<file path="src/rtl/conv_acc_sched.sv">
// rtl/conv_acc_sched.sv - per-pixel channel accumulation, bias/ReLU/round/saturate, output handshake
module conv_acc_sched #(
   parameter int PSUM_W = 21,
   parameter int ACC_W  = 26,
   parameter int BIAS_W = 16,
   parameter int OUT_W  = 8
) (
   input  logic                clk,
   input  logic                rst_n,
   input  logic                start,
   input  logic [4:0]          cfg_num_ch,
   input  logic [15:0]         cfg_num_pix,
   input  logic [BIAS_W-1:0]   cfg_bias,
   input  logic [4:0]          cfg_shift,
   input  logic                cfg_relu,
   input  logic [PSUM_W-1:0]   psum_in,
   input  logic                psum_valid,
   output logic                psum_ready,
   output logic [OUT_W-1:0]    out_data,
   output logic                out_valid,
   input  logic                out_ready,
   output logic                busy,
   output logic                done
);

   typedef enum logic [1:0] {IDLE, ACC, POST, OUT} state_t;

   localparam logic signed [ACC_W+1:0] SAT_MAX = (ACC_W+2)'((1 << (OUT_W-1)) - 1);
   localparam logic signed [ACC_W+1:0] SAT_MIN = ~SAT_MAX;

   state_t state, state_nx;

   logic signed [ACC_W-1:0]  acc;
   logic [4:0]               ch_cnt;
   logic [15:0]              pix_cnt;
   logic [4:0]               num_ch_m1;
   logic [15:0]              num_pix_m1;
   logic [BIAS_W-1:0]        bias_r;
   logic [4:0]               shift_r;
   logic                     relu_r;

   logic                     psum_hs;
   logic                     out_hs;
   logic                     last_ch;
   logic                     last_pix;

   logic signed [ACC_W:0]    t_sum;
   logic signed [ACC_W:0]    t_relu;
   logic signed [ACC_W+1:0]  rnd;
   logic signed [ACC_W+1:0]  t_rnd;
   logic signed [ACC_W+1:0]  r_shift;
   logic [OUT_W-1:0]         sat;

   assign psum_hs  = (state == ACC) && psum_valid;
   assign out_hs   = (state == OUT) && out_ready;
   assign last_ch  = (ch_cnt == num_ch_m1);
   assign last_pix = (pix_cnt == num_pix_m1);

   // Post-processing; the two extra bits keep bias and rounding offset from overflowing.
   always_comb begin
      t_sum   = {acc[ACC_W-1], acc} + {{(ACC_W+1-BIAS_W){bias_r[BIAS_W-1]}}, bias_r};
      t_relu  = (relu_r && t_sum[ACC_W]) ? '0 : t_sum;
      rnd     = (shift_r == 5'd0) ? '0 : ((ACC_W+2)'(1) << (shift_r - 5'd1));
      t_rnd   = {t_relu[ACC_W], t_relu} + rnd;
      r_shift = t_rnd >>> shift_r;
      if (r_shift > SAT_MAX)
         sat = SAT_MAX[OUT_W-1:0];
      else if (r_shift < SAT_MIN)
         sat = SAT_MIN[OUT_W-1:0];
      else
         sat = r_shift[OUT_W-1:0];
   end

   always_ff @(posedge clk or negedge rst_n) begin
      if (!rst_n)
         state <= IDLE;
      else
         state <= state_nx;
   end

   always_comb begin
      state_nx = state;
      case (state)
         IDLE: if (start) state_nx = ACC;
         ACC:  if (psum_hs && last_ch) state_nx = POST;
         POST: state_nx = OUT;
         OUT:  if (out_hs) state_nx = last_pix ? IDLE : ACC;
         default: state_nx = IDLE;
      endcase
   end

   always_comb begin
      psum_ready = (state == ACC);
      out_valid  = (state == OUT);
      busy       = (state != IDLE);
      done       = out_hs && last_pix;
   end

   // Config is captured only at job start so mid-job changes cannot disturb a pixel.
   always_ff @(posedge clk or negedge rst_n) begin
      if (!rst_n) begin
         acc        <= '0;
         ch_cnt     <= '0;
         pix_cnt    <= '0;
         num_ch_m1  <= '0;
         num_pix_m1 <= '0;
         bias_r     <= '0;
         shift_r    <= '0;
         relu_r     <= 1'b0;
         out_data   <= '0;
      end else begin
         case (state)
            IDLE: begin
               if (start) begin
                  num_ch_m1  <= (cfg_num_ch == 5'd0) ? 5'd0 : cfg_num_ch - 5'd1;
                  num_pix_m1 <= (cfg_num_pix == 16'd0) ? 16'd0 : cfg_num_pix - 16'd1;
                  bias_r     <= cfg_bias;
                  shift_r    <= cfg_shift;
                  relu_r     <= cfg_relu;
                  acc        <= '0;
                  ch_cnt     <= '0;
                  pix_cnt    <= '0;
               end
            end
            ACC: begin
               if (psum_hs) begin
                  acc    <= acc + {{(ACC_W-PSUM_W){psum_in[PSUM_W-1]}}, psum_in};
                  ch_cnt <= last_ch ? 5'd0 : ch_cnt + 5'd1;
               end
            end
            POST: out_data <= sat;
            OUT: begin
               if (out_hs) begin
                  pix_cnt <= pix_cnt + 16'd1;
                  if (!last_pix)
                     acc <= '0;
               end
            end
            default: ;
         endcase
      end
   end

endmodule

</file>
<file path="config.mk">
export PLATFORM = sky130hd
export DESIGN_NAME = conv_acc_sched
export DESIGN_NICKNAME = d
export VERILOG_FILES = /design/src/rtl/conv_acc_sched.sv
export SDC_FILE = /design/constraint.sdc
export NUM_CORES = 1
export LEC_CHECK = 0
export CORE_UTILIZATION = 62
export DETAILED_ROUTE_END_ITERATION = 10
export MAX_ROUTING_LAYER = met4
export PLACE_DENSITY = 0.84
export REMOVE_ABC_BUFFERS = 1
export SLEW_MARGIN = 20
export SYNTH_ARGS = -nofsm -noshare
export SYNTH_HDL_FRONTEND = slang
export SYNTH_SLANG_ARGS = --single-unit
</file>
<file path="constraint.sdc">
create_clock -name clk -period 17.5 [get_ports clk]
set_input_delay 1.75 -clock clk [delete_from_list [all_inputs] [get_ports clk]]
set_output_delay 1.75 -clock clk [all_outputs]
set_load 0.005 [all_outputs]
</file>
==> impl_metrics.env <==
export IMPL_run_status="completed"
export IMPL_critical_path_endpoint_type="flip-flop"
export IMPL_tns_ns=0
export IMPL_die_x_um=134
export IMPL_grt_pass1_wl_mm=47.7
export IMPL_ys_flop_type="dfrtp_1"
export IMPL_cts_setup_buffers=0
export IMPL_syn_avg_cell_area_um2=7.97
export IMPL_synth_most_common_cell="nor2_1"
export IMPL_reg2reg_from="acc[0]"
export IMPL_r2r_cells=28
export IMPL_worst_clock_skew_ns=0.0143
export IMPL_cts_root_buf="clkbuf_16"
export IMPL_crit_required_ns=17.79
export IMPL_grt_usage=0.338
export IMPL_drt_iter0_markers=931
export IMPL_die_height_um=134
export IMPL_dieArea_um2=18000
export IMPL_synth_common_cells="nor2_1 (147), nand2_1 (137), dfrtp_1 (100), a21oi_1 (95), ha_1 (88)"
export IMPL_hold_class="flip-flop to flip-flop"
export IMPL_reg2reg_slack_ns=9.73
export IMPL_num_rows=47
export IMPL_cts_sinks=100
export IMPL_synthArstFlopShare=1.00
export IMPL_synth_seq_cells=100
export IMPL_fillers=1391
export IMPL_synth_area_leader_cell="dfrtp_1"
export IMPL_worstMarginPinSlew_ns=0.867
export IMPL_fmax_mhz=129
export IMPL_crit_fanout=26
export IMPL_ys_warn_count=0
export IMPL_h_tree_depth=3
export IMPL_syn_inst=1356
export IMPL_cts_buffers=9
export IMPL_core_area_um2=16800
export IMPL_start_util=0.643
export IMPL_muxShareOfSynthArea=0.0632
export IMPL_grt_pass1_vias=9783
export IMPL_slew_violations=0
export IMPL_cts_clk_slew_worst_paths_ns=0.08
export IMPL_routed_wl_mm=28.8
export IMPL_clk_insertion_delay_late_ns=0.36
export IMPL_synth_compound_area_frac=0.266
export IMPL_grt_max_degree=68
export IMPL_worstSetupStartpointType="flip-flop"
export IMPL_antenna_cells=0
export IMPL_place_congestion=0.964
export IMPL_rsz0062_at_grt="false"
export IMPL_finalNetCount=1550
export IMPL_synth_fa_ha_area_frac=0.107
export IMPL_netlist_cell_type_count=94
export IMPL_min_period_ns=7.77
export IMPL_netlist_area_um2=10800
export IMPL_wl_per_cell_um=17.8
export IMPL_antenna_found_initial=0
export IMPL_io_buffers=80
export IMPL_max_stage_delay_ns=0.60
export IMPL_hold_viol=0
export IMPL_dp_hpwl_mm=21.8
export IMPL_cts_resized_gates=0
export IMPL_crit_slowest_cell="o311ai_1"
export IMPL_setup_viol=0
export IMPL_whs_path_depth=2
export IMPL_ant_nets=0
export IMPL_synth_simple_area_share=0.205
export IMPL_cts_buffer_depth=2
export IMPL_synth_enable_flop_cells=0
export IMPL_crit_arrival_ns=8.06
export IMPL_drt_pass1_iterations=6
export IMPL_overflow=0
export IMPL_avgViaCountPerCell=6.46
export IMPL_rr_endpoint="out_data[4]"
export IMPL_fin_crit_sh=0.444
export IMPL_path_class="flip-flop to flip-flop"
export IMPL_maxCapViolations=0
export IMPL_synth_top_area_frac=0.231
export IMPL_synth_area_top_cells="dfrtp_1 (23%), ha_1 (10%), xnor2_1 (5.5%), nor2_1 (5.1%), nand2_1 (4.8%)"
export IMPL_num_vias=10400
export IMPL_synth_xor_area_frac=0.0867
export IMPL_relSlewSlack=0.407
export IMPL_ioPinCount=81
export IMPL_hold_path_end="num_ch_m1[4]"
export IMPL_syn2layout_area_growth_pct=10.9
export IMPL_ys_seq_area_frac=0.231
export IMPL_drc_errors=0
export IMPL_drive_gt1_frac=0.0695
export IMPL_synth_top_family_by_area="compound AO/OA/AOI/OAI gates"
export IMPL_cts_hold_buffers=0
export IMPL_hold_path_startpoint="num_ch_m1[4]"
export IMPL_tritoncts="built"
==> layout by cell type, fill, tap and decap left out, drive strengths merged, types with 13 or more instances in the layout <==
cell           instances
nor3                  31
o31ai                 15
o21ai                 91
inv                   43
dfrtp                100
a22o                  16
nand3                 38
ha                    88
a21oi                 98
nand2                137
buf                   13
clkdlybuf4s50         79
and3                  20
a211oi                23
xnor2                 68
nor2                 147
xor2                  39
or3                   16
mux2                  31
mux2i                 24
o211ai                21
a21o                  30
==> through the flow <==
stage | util | setup slack, ns | cells | hold slack, ns | instance area [um2]
2_1_floorplan | - | 10.54 | 1287 | 0.469 | 10500
3_3_place_gp | 0.696 | 10.08 | 1599 | 0.482 | 11700
3_5_place_dp | 0.696 | 9.93 | 1599 | 0.493 | 11700
4_1_cts | 0.712 | 9.91 | 1615 | 0.511 | 12000
5_1_grt | 0.713 | 9.31 | 1615 | 0.529 | 12000
6_report | 0.713 | 9.73 | 1615 | 0.504 | 12000
==> worst max-delay path, delay by kind of cell, from the launching register on <==
kind	cells	cell delay, ns
AO/OA/AOI/OAI	12	3.27
AND/OR/NAND/NOR	8	1.76
multiplexers	2	0.78
adder cells (fa/ha/maj)	4	1.10
flip-flops	1	0.40
buffers and inverters	2	0.36
==> worst max path at each step <==
stage          startpoint           to  slack, ns  depth (start not counted)
2_1_floorplan      acc[0]  out_data[6]      10.54                         27
5_1_grt            acc[0]  out_data[4]       9.31                         28
3_5_place_dp       acc[0]  out_data[4]       9.93                         28
6_report           acc[0]  out_data[4]       9.73                         28
3_3_place_gp       acc[0]  out_data[1]      10.08                         28
4_1_cts            acc[0]  out_data[4]       9.91                         28
==> area by class of cell <==
type                    count  area (um2)  share of cell area
multi-input cells        1145        7880               0.657
flip-flops and latches    100        2500               0.209
repair buffers             92         888              0.0741
well taps                 220         275              0.0230
clock buffers               9         225              0.0188
inverters                  42         158              0.0131
clock inverters             7        60.1             0.00501
==> flip-flops by register name (all words and copies together) (netlist names) <==
signal	flops
ch_cnt	5
shift_r	5
num_ch_m1	5
bias_r	16
state	2
num_pix_m1	16
out_data	8
pix_cnt	16
relu_r	1
acc	26
==> per-layer routing <==
metal,track usage,vias to the layer above,part of all wire
met1,0.434,4927,0.44
met2,0.547,370,0.47
met3,0.0476,67,0.063
met4,0.114,0,0.028
met5,-,-,0
li1,-,5075,-
==> cell families (layout without fill, tap and decap cells) <==
kind of cell	count (synthesis)	count (layout)
AO/OA/AOI/OAI	415	415
XOR/XNOR	107	107
adder cells (fa/ha/maj)	91	91
buffers and inverters	111	150
flip-flops	100	100
multiplexers	59	59
AND/OR/NAND/NOR	473	473
Power is left out: the tool's default activity adds up to more than one toggle a clock period on the data nets, which glitch-free logic cannot reach.
